===== src/rtl/regfile_2r1w_sb.sv =====
// Parametrised 2-read/1-write register file with pending-write scoreboard.
// Optional write-through forwarding when REGFILE_BYPASS_EN is defined.
module regfile_2r1w_sb #(
  parameter int WIDTH = 16,
  parameter int DEPTH = 8,
  localparam int AW = $clog2(DEPTH)
) (
  input  logic             clk,
  input  logic             reset_n,
  input  logic [WIDTH-1:0] data_in,
  input  logic [AW-1:0]    writenum,
  input  logic             write,
  input  logic [AW-1:0]    readnum_a,
  input  logic [AW-1:0]    readnum_b,
  output logic [WIDTH-1:0] data_out_a,
  output logic [WIDTH-1:0] data_out_b,
  output logic             busy_a,
  output logic             busy_b,
  input  logic             reserve,
  input  logic [AW-1:0]    reservenum,
  output logic             err
);

  localparam logic [AW:0] LIM = (AW+1)'(DEPTH);

  logic [WIDTH-1:0] mem [DEPTH];
  logic [DEPTH-1:0] pending;
  logic [DEPTH-1:0] pend_nxt;
  logic             err_nxt;

  logic wr_ok;
  logic rs_ok;
  logic ra_ok;
  logic rb_ok;

  // Index range qualification; out-of-range requests are dropped.
  always_comb begin
    wr_ok = write   && ({1'b0, writenum}   < LIM);
    rs_ok = reserve && ({1'b0, reservenum} < LIM);
    ra_ok = {1'b0, readnum_a} < LIM;
    rb_ok = {1'b0, readnum_b} < LIM;
  end

  // Scoreboard next state: write clears, reserve sets (reserve wins).
  always_comb begin
    pend_nxt = pending;
    if (wr_ok) pend_nxt[writenum] = 1'b0;
    if (rs_ok) pend_nxt[reservenum] = 1'b1;
  end

  // Double reservation, unless the same-cycle write retires it.
  always_comb begin
    err_nxt = 1'b0;
    if (rs_ok && pending[reservenum])
      err_nxt = !(wr_ok && (writenum == reservenum));
  end

  // Array, scoreboard and error pulse; reset clears everything.
  always_ff @(posedge clk) begin
    if (!reset_n) begin
      for (int i = 0; i < DEPTH; i++)
        mem[i] <= '0;
      pending <= '0;
      err     <= 1'b0;
    end else begin
      if (wr_ok) mem[writenum] <= data_in;
      pending <= pend_nxt;
      err     <= err_nxt;
    end
  end

  // Port A combinational read.
  always_comb begin
    data_out_a = '0;
    busy_a     = 1'b0;
    if (ra_ok) begin
      data_out_a = mem[readnum_a];
      busy_a     = pending[readnum_a];
`ifdef REGFILE_BYPASS_EN
      if (reset_n && wr_ok && (writenum == readnum_a)) begin
        data_out_a = data_in;
        busy_a     = rs_ok && (reservenum == readnum_a);
      end
`endif
    end
  end

  // Port B combinational read.
  always_comb begin
    data_out_b = '0;
    busy_b     = 1'b0;
    if (rb_ok) begin
      data_out_b = mem[readnum_b];
      busy_b     = pending[readnum_b];
`ifdef REGFILE_BYPASS_EN
      if (reset_n && wr_ok && (writenum == readnum_b)) begin
        data_out_b = data_in;
        busy_b     = rs_ok && (reservenum == readnum_b);
      end
`endif
    end
  end

endmodule

===== config.mk =====
export PLATFORM = sky130hd
export DESIGN_NAME = regfile_2r1w_sb
export DESIGN_NICKNAME = d
export VERILOG_FILES = /design/src/rtl/regfile_2r1w_sb.sv
export SDC_FILE = /design/constraint.sdc
export NUM_CORES = 1
export LEC_CHECK = 0
export CORE_MARGIN = 4
export CORE_UTILIZATION = 35
export DETAILED_ROUTE_END_ITERATION = 10
export PLACE_DENSITY_LB_ADDON = 0.15
export SYNTH_ARGS = -nofsm -noshare
export SYNTH_HDL_FRONTEND = slang
export SYNTH_SLANG_ARGS = --single-unit

===== constraint.sdc =====
create_clock -name clk -period 2.34 [get_ports clk]
set_input_delay 0.234 -clock clk [delete_from_list [all_inputs] [get_ports clk]]
set_output_delay 0.234 -clock clk [all_outputs]
set_load 0.02 [all_outputs]

==> results by stage, run 1 <==
Status:
- The run finished with clean final reports.

Layout:
- The share of final-layout standard cells stronger than drive strength 1 is roughly a quarter.
- Counting the fill cells in the layout gives 1900.
- Leaving out fill and tap cells, the most frequent cells in the layout are sky130_fd_sc_hd__and2_1, sky130_fd_sc_hd__edfxtp_1, sky130_fd_sc_hd__mux4_1.
- The post-route standard cell area excluding fillers is ~9400 µm².
- The area added between synthesis and finish is 26.0%.
- The number of inserted diodes is 0.
- In the final design database the tool counted 587 nets.

Synth:
- The total number of yosys warnings is 0.
- The post-synth design cell area is around 7500 µm².
- Synthesis produced a netlist with a net count of ~500.
- For this run, the register share of the synthesized area comes to a little over half.
- The post-synthesis instance total is 457.
- The per-instance average area after synthesis is 16.3 µm².
- Counting distinct cell types in the post-synthesis netlist gives 27.
- The flip-flop and latch count after synthesis is 137.

Floorplanning:
- The area enclosed by the die boundary is between 20000 and 25000 µm².
- The die span in x is 154 µm.
- The floorplan core area is around 21000 µm².
- During I/O placement, the number of pins put on the boundary was 67.
- The starting utilization of the core area is a little over a third.
- The floorplan step set the die height to ~150 µm.
- The standard-cell row count is between 50 and 60.

Critical path:
- The endpoint required time on the critical path is 2110 ps.
- The critical path launch point type is a flip-flop.
- The critical path's slowest cell is sky130_fd_sc_hd__mux4_1.
- Traced cell by cell, the critical path runs through mux4_1, mux2_2, dlygate4sd2_1.
- The worst setup path is captured at an output port.
- Data arrives at the worst endpoint at 1980 ps.
- The type of the worst setup path is reg2out.
- For this run, the slowest stage of the critical path takes 550 ps.
- In this run the worst path has a maximum fanout of 2.

Global route:
- The number of antenna violations at the first check in global routing is 0.
- The first global-routing pass estimated a little over 30000 µm of wire.
- Global routing finished with a remaining overflow of 0.
- The pin count of the biggest net entering global routing is 18.
- The overall fraction of global-route tracks in use is approximately 18%.
- The via count of the first global-routing pass is approximately 5000.

Clocking:
- After clock tree synthesis, the repair step resized 37 gates.
- After clock tree synthesis, the flow added hold-fix buffers numbering 0.
- The number of buffers on the longest clock path is 2.
- Buffers added to address setup during post-CTS repair amount to 0.
- Clock-pin slew was measured on the worst setup and hold paths at 60 ps.
- Clock tree synthesis inserted a total of 17 buffers.
- The buffer cell driving the clock tree root is sky130_fd_sc_hd__clkbuf_16.
- The number of sinks on the clock net is roughly 140.
- The CTS tree is yes.
- The clock latency reported for the late side of the worst-skew pair is around 420 ps.
- The H-tree was split into 4 levels.

Placed design:
- In this run the tool buffered the top-level ports with 66 buffer cells.
- The global placer's final weighted congestion is 0.768.
- Summing all placed instances gives a cell area of approximately 8700 µm².
- The placement-stage worst setup slack is -142 ps.
- The wire-length estimate of the detail-placed layout is 12500 µm.

Flow run:
- The tool flagged a number of max-cap violations equal to 0.

Pwr:
- The analysis attributes to cell leakage a power of around 3.5 nW.
- The worst IR drop on VDD is ~0.0005 V.
- The power density over the cells is ~720 nW/µm².

Drt:
- After detailed routing, the average wire length per cell comes to ~24 µm.
- The final layout contains routed wiring with a total length of around 20000 µm.
- The via count of the routed design is between 4000 and 5000.
- The number of DRC markers after the initial detailed-route iteration is between 300 and 400.
- The number of remaining DRC errors is 0.
- The ratio of routed vias to standard cells is around 5.4.
- The post-route antenna net violation count is 0.
- The first detailed-routing pass ran for 5 iterations.

Timing:
- The final clock period utilization by the worst path is a little over nine tenths.
- The number of hold violations in the final report came to 0.
- On the final layout, the worst hold slack is 506 ps.
- The routed design could run at a clock period as short as between 2000 and 2500 ps.
- Headroom to the max-slew limit came out at a little over a quarter.
- Between clock sinks in the finished design, the worst skew comes to roughly 1.2 ps.
- The smallest setup slack after layout is around 130 ps.
- The slew at the pin closest to its max-slew limit is 1090 ps.
- The number of max-slew violations in the final report is 0.
- Setup violations remaining at the end of the flow were counted as 0.
- Setup repair after global routing left no endpoint under its margin.
- Adding up every negative setup slack in the final design gives 0 ps.
- The maximum operating frequency is 0.452 GHz.

Hold path:
- The tightest min-delay check is of the reg2reg type.
==> worst max-delay path, delay by kind of cell (launching register included) <==
family / cells / cell delay (ps)
buf+inv: 1 / 320
flops: 1 / 400
mux: 2 / 840
==> state kept, by name, indices dropped and copies added (netlist names) <==
name     flops
mem        128
err          1
pending      8
==> synth_stat cells <==
cell | instances | area (µm²)
sky130_fd_sc_hd__buf_6 | 8 | 90.1
sky130_fd_sc_hd__a31oi_1 | 1 | 6.26
sky130_fd_sc_hd__nand4_1 | 1 | 6.26
sky130_fd_sc_hd__clkbuf_1 | 19 | 71.3
sky130_fd_sc_hd__nand2b_1 | 5 | 31.3
sky130_fd_sc_hd__dfxtp_1 | 9 | 180
sky130_fd_sc_hd__and4b_1 | 1 | 10.0
sky130_fd_sc_hd__nand3b_1 | 1 | 7.51
sky130_fd_sc_hd__nand3_1 | 2 | 10.0
sky130_fd_sc_hd__o22ai_1 | 2 | 12.5
sky130_fd_sc_hd__nor2_1 | 7 | 26.3
sky130_fd_sc_hd__edfxtp_1 | 128 | 3840
sky130_fd_sc_hd__o2111ai_1 | 1 | 8.76
sky130_fd_sc_hd__o31ai_1 | 2 | 15.0
sky130_fd_sc_hd__mux4_1 | 48 | 1260
sky130_fd_sc_hd__xnor2_1 | 3 | 26.3
sky130_fd_sc_hd__o32ai_1 | 6 | 52.6
sky130_fd_sc_hd__and2_1 | 128 | 801
sky130_fd_sc_hd__mux2_2 | 34 | 383
sky130_fd_sc_hd__nor3_1 | 2 | 10.0
sky130_fd_sc_hd__nand2_1 | 6 | 22.5
sky130_fd_sc_hd__inv_1 | 9 | 33.8
sky130_fd_sc_hd__o21ai_0 | 6 | 30.0
sky130_fd_sc_hd__mux2i_1 | 1 | 10.0
sky130_fd_sc_hd__buf_1 | 1 | 3.75
sky130_fd_sc_hd__mux4_2 | 21 | 473
sky130_fd_sc_hd__buf_2 | 5 | 25.0
==> cell type report <==
type | instances | area [µm²] | area share [%]
Sequential cell | 137 | 4020 | 42.9
Multi-Input combinational cell | 278 | 3250 | 34.7
Timing Repair Buffer | 112 | 1100 | 11.7
Clock buffer | 17 | 425 | 4.53
Tap cell | 275 | 344 | 3.67
Clock inverter | 15 | 205 | 2.19
Inverter | 9 | 33.8 | 0.360
==> stage by stage <==
stage	power, mW	util [%]	cells
3_3_place_gp	3.96	41.7	809
3_5_place_dp	3.97	41.7	809
5_1_grt	7.00	44.8	843
6_report	6.77	44.8	843
4_1_cts	6.83	44.8	843
2_1_floorplan	3.50	-	457
==> power by group <==
| group | leakage, nW | internal [mW] | switching (mW) |
|---|---|---|---|
| Clock | 0.305 | 1.87 | 1.03 |
| Combinational | 1.89 | 0.482 | 0.479 |
| Sequential | 1.31 | 2.84 | 0.0697 |
| Total | 3.50 | 5.19 | 1.58 |
==> cells by family after synthesis <==
kind of cell	after synthesis	synth area share, %
buffers and inverters	42	3.01
AND/OR/NAND/NOR	153	12.4
XOR/XNOR	3	0.353
AO/OA/AOI/OAI	18	1.68
multiplexers	104	28.5
flip-flops	137	54.0
==> per-layer routing <==
| metal | wire (µm) | track usage, % |
|---|---|---|
| met2 | 9680 | 28.3 |
| met4 | 204 | 4.50 |
| met5 | 0 | 0 |
| met1 | 9690 | 25.4 |
| met3 | 1000 | 3.35 |
==> final timing paths <==
| check | cells past startpoint | endpoint | start | slack [ps] |
|---|---|---|---|---|
| max | 3 | data_out_a[1] | mem[6][1] | 130 |
| min | 2 | pending[6] | pending[6] | 510 |
| min reg2reg | 2 | pending[6] | pending[6] | 510 |
| max reg2reg | 3 | err | pending[3] | 1100 |
No activity file was read; power rests on OpenSTA's default activity.
==> inputs of run 2 (changes only) <==
--- a/config.mk
+++ b/config.mk
@@ -9,6 +9,7 @@
 export CORE_UTILIZATION = 35
 export DETAILED_ROUTE_END_ITERATION = 10
 export PLACE_DENSITY_LB_ADDON = 0.15
+export RECOVER_POWER = 50
 export SYNTH_ARGS = -nofsm -noshare
 export SYNTH_HDL_FRONTEND = slang
 export SYNTH_SLANG_ARGS = --single-unit
==> run 2 against run 1 <==
Net effect:
- worst setup slack got worse by 15 ps
- clock power about the same
- routed wire length decreased by 0.10%
==> results by stage, run 2 (synthesized netlist as in run 1, its figures left out) <==
Status:
- The flow ran to the end, and the final reports show no timing, DRC or antenna violations.

Pwr:
- The total power draw is 6.74 mW.
- IR analysis of the VDD net gives a maximum drop of a little over 0.0005 V.
- The sequential share of power is approximately 43%.
- Summed over all nets, the switching power comes to between 1.5 and 2 mW.
- The cell internal power dissipation is 5.18 mW.
- Combinational logic is responsible for between 10 and 15% of the overall power.
- The clock network is responsible for between 40% and 50% of the overall power.
- The leakage power figure is approximately 3.4 nW.
- Of the total power, the share spent switching nets is a little under a quarter.
- The power density over the cells is around 730 nW/µm².

Timing:
- The total setup violations reported at the end of the flow is 0.
- The smallest setup slack after layout is 114 ps.
- The minimum period implied by the final worst setup slack is 2230 ps.
- Timing would allow up to roughly 0.45 GHz.
- Summed over all failing endpoints, the final setup total negative slack is 0 ps.
- The final clock skew is about 1.2 ps.
- The number of max-slew violations in the final report is 0.
- The final hold slack is 506 ps.
- For the pin with the worst max-slew slack, the measured transition is approximately 1100 ps.
- The remaining max-slew budget at the tightest pin is ~24%.
- After layout, the worst path uses a little over nine tenths of the clock period.
- Setup repair after global routing left no endpoint under its margin.
- The number of hold violations in the final report is 0.

Layout:
- The largest registers in the layout are mem x128, pending x8, err x1.
- The utilization after layout is 44.2%.
- The number of inserted diodes is 0.
- In the final layout, the share of cells above drive strength 1 is about a fifth.
- Counting the fill cells in the layout gives just under 2000.
- Relative to the synthesized area, the layout overhead comes to 24.4%.
- The number of nets in the final layout is approximately 590.
- In the layout the commonest cells are sky130_fd_sc_hd__edfxtp_1, sky130_fd_sc_hd__and2_1, sky130_fd_sc_hd__mux4_1.
- The commonest non-fill, non-tap cell in the layout is sky130_fd_sc_hd__edfxtp_1.
- The register with the most flip-flops in the layout has between 100 and 150 of them.
- The register bank with the most flops is mem.

Critical path:
- The endpoint type of the worst setup path is a flip-flop.
- The setup path with the least slack is of type in2reg.
- The data arrival time of the critical path is ~2300 ps.
- The worst setup path is launched from an input pin.
- The top fanout value on the critical path is 7.
- The endpoint required time on the critical path is roughly 2500 ps.

Global route:
- The via count of the first global-routing pass came to roughly 5000.
- Across every metal layer, demand over resource in global routing totals between 15 and 20%.
- In the global route stage, met3 resource usage came out at around 3.3%.
- The routing layer with the top usage in global route is met2.
- The pin count of the biggest net entering global routing is 18.
- The number of antenna violations at the first check in global routing is 0.
- After global routing the overflow that remains totals 0.
- Global routing used between 20% and 30% of the available met1 tracks.
- The first global-routing pass estimated 30900 µm of wire.
- Global routing used about 28% of the available met2 tracks.

Floorplanning:
- The die span in y is between 150 and 200 µm.
- The area enclosed by the die boundary is between 20000 and 25000 µm².
- For this design the top-level I/O count stands at 67.
- The starting utilization of the core area is approximately 36%.
- The floorplan has 53 rows.
- The die span in x is 154 µm.
- The floorplan step defined a core boundary enclosing roughly 21000 µm².

Hold path:
- The path class of the lowest-slack min-delay path is reg2reg.

Drt:
- In the routed design, unresolved DRC markers number 0.
- Dividing the detail-routed wire length by the instance count gives between 20 and 25 µm.
- Once detail routing completed, the nets flagged for antenna violations numbered 0.
- The first detailed-routing pass ran for 5 iterations.
- For this block, the routed nets add up to just over 20000 µm of wire.
- The ratio of routed vias to standard cells is about 5.4.
- The final route contains 4555 vias.
- For this block, the initial DRC count from the detailed router was about 360.

Placed design:
- The count of buffers from port buffering is 66.
- The placement-stage worst setup slack is -142 ps.
- The wire-length estimate of the detail-placed layout is approximately 13000 µm.
- Routability-driven placement finished with a final weighted congestion of ~0.77.

Flow run:
- The number of violations of the max-capacitance limit is 0.

Clocking:
- After clock tree synthesis, the clock-pin slew on the worst setup and hold paths is 60 ps.
- The count of H-tree levels built during CTS is 4.
- The number of CTS-inserted buffers is 17.
- The clock reaches the later pin of the worst-skew pair after 420 ps.
- The number of buffers on the longest clock path is 2.
- TritonCTS built the clock tree.
- The number of setup buffers added after CTS is 0.
- The root buffer cell chosen for the clock tree is sky130_fd_sc_hd__clkbuf_16.
- The number of sinks on the clock net is ~140.
## run 2: cell types whose count changed in the layout (fill, tap and decap cells not counted), moves of 2 or more
cell,before,now
sky130_fd_sc_hd__clkbuf_2,0,6
sky130_fd_sc_hd__o31ai_4,2,0
sky130_fd_sc_hd__clkdlybuf4s50_1,28,26
sky130_fd_sc_hd__o31ai_1,0,2
sky130_fd_sc_hd__o21ai_2,6,0
sky130_fd_sc_hd__buf_4,36,20
sky130_fd_sc_hd__and2_1,128,92
sky130_fd_sc_hd__and2_0,0,36
sky130_fd_sc_hd__dlygate4sd3_1,0,2
sky130_fd_sc_hd__o21ai_0,0,6
sky130_fd_sc_hd__clkbuf_1,0,11
## run 2: cell type report
class	count	area [µm²]	area share, %
Clock buffer	17	425	4.59
Inverter	9	33.8	0.364
Timing Repair Buffer	112	1030	11.2
Multi-Input combinational cell	278	3200	34.6
Sequential cell	137	4020	43.4
Clock inverter	15	205	2.21
Tap cell	275	344	3.71
## run 2: path summary, 6_finish.rpt
kind	startpoint	end	slack [ps]	depth (start not counted)
max reg2reg	pending[3]	err	1090	3
min reg2reg	pending[6]	pending[6]	510	2
max	writenum[1]	mem[0][11]	110	4
min	pending[6]	pending[6]	510	2
## run 2: metal layers
metal | wire length [µm] | share of wire, %
met1 | 9610 | 47
met2 | 9690 | 47
met3 | 1030 | 5.0
met4 | 227 | 1.1
met5 | 0 | 0
## run 2: per-stage QoR
stage               cell area (µm²)  std cells
detailed placement             8740        809
CTS                            9390        843
global route                   9270        843
global placement               8740        809
floorplan                      7450        457
finish                         9270        843
## run 2: power groups by stage
stage	sequential (mW)	combinational, mW	clock, mW
finish	2.91	0.939	2.90
global route	2.93	0.999	3.05
CTS	2.91	0.979	2.95
detailed placement	2.96	1.01	0
global placement	2.95	1.01	0
floorplan	2.93	0.567	0
## run 2: repair_timing
action	4_1_cts	5_1_grt
hold buffers	0	0
endpoints found under the setup margin	34	0
resized for setup	37	0
## run 2: worst max-delay path, cell delays in order
cell                            delay [ps]
sky130_fd_sc_hd__dlygate4sd3_1         560
sky130_fd_sc_hd__clkbuf_1              220
sky130_fd_sc_hd__o31ai_1               970
sky130_fd_sc_hd__buf_4                 350
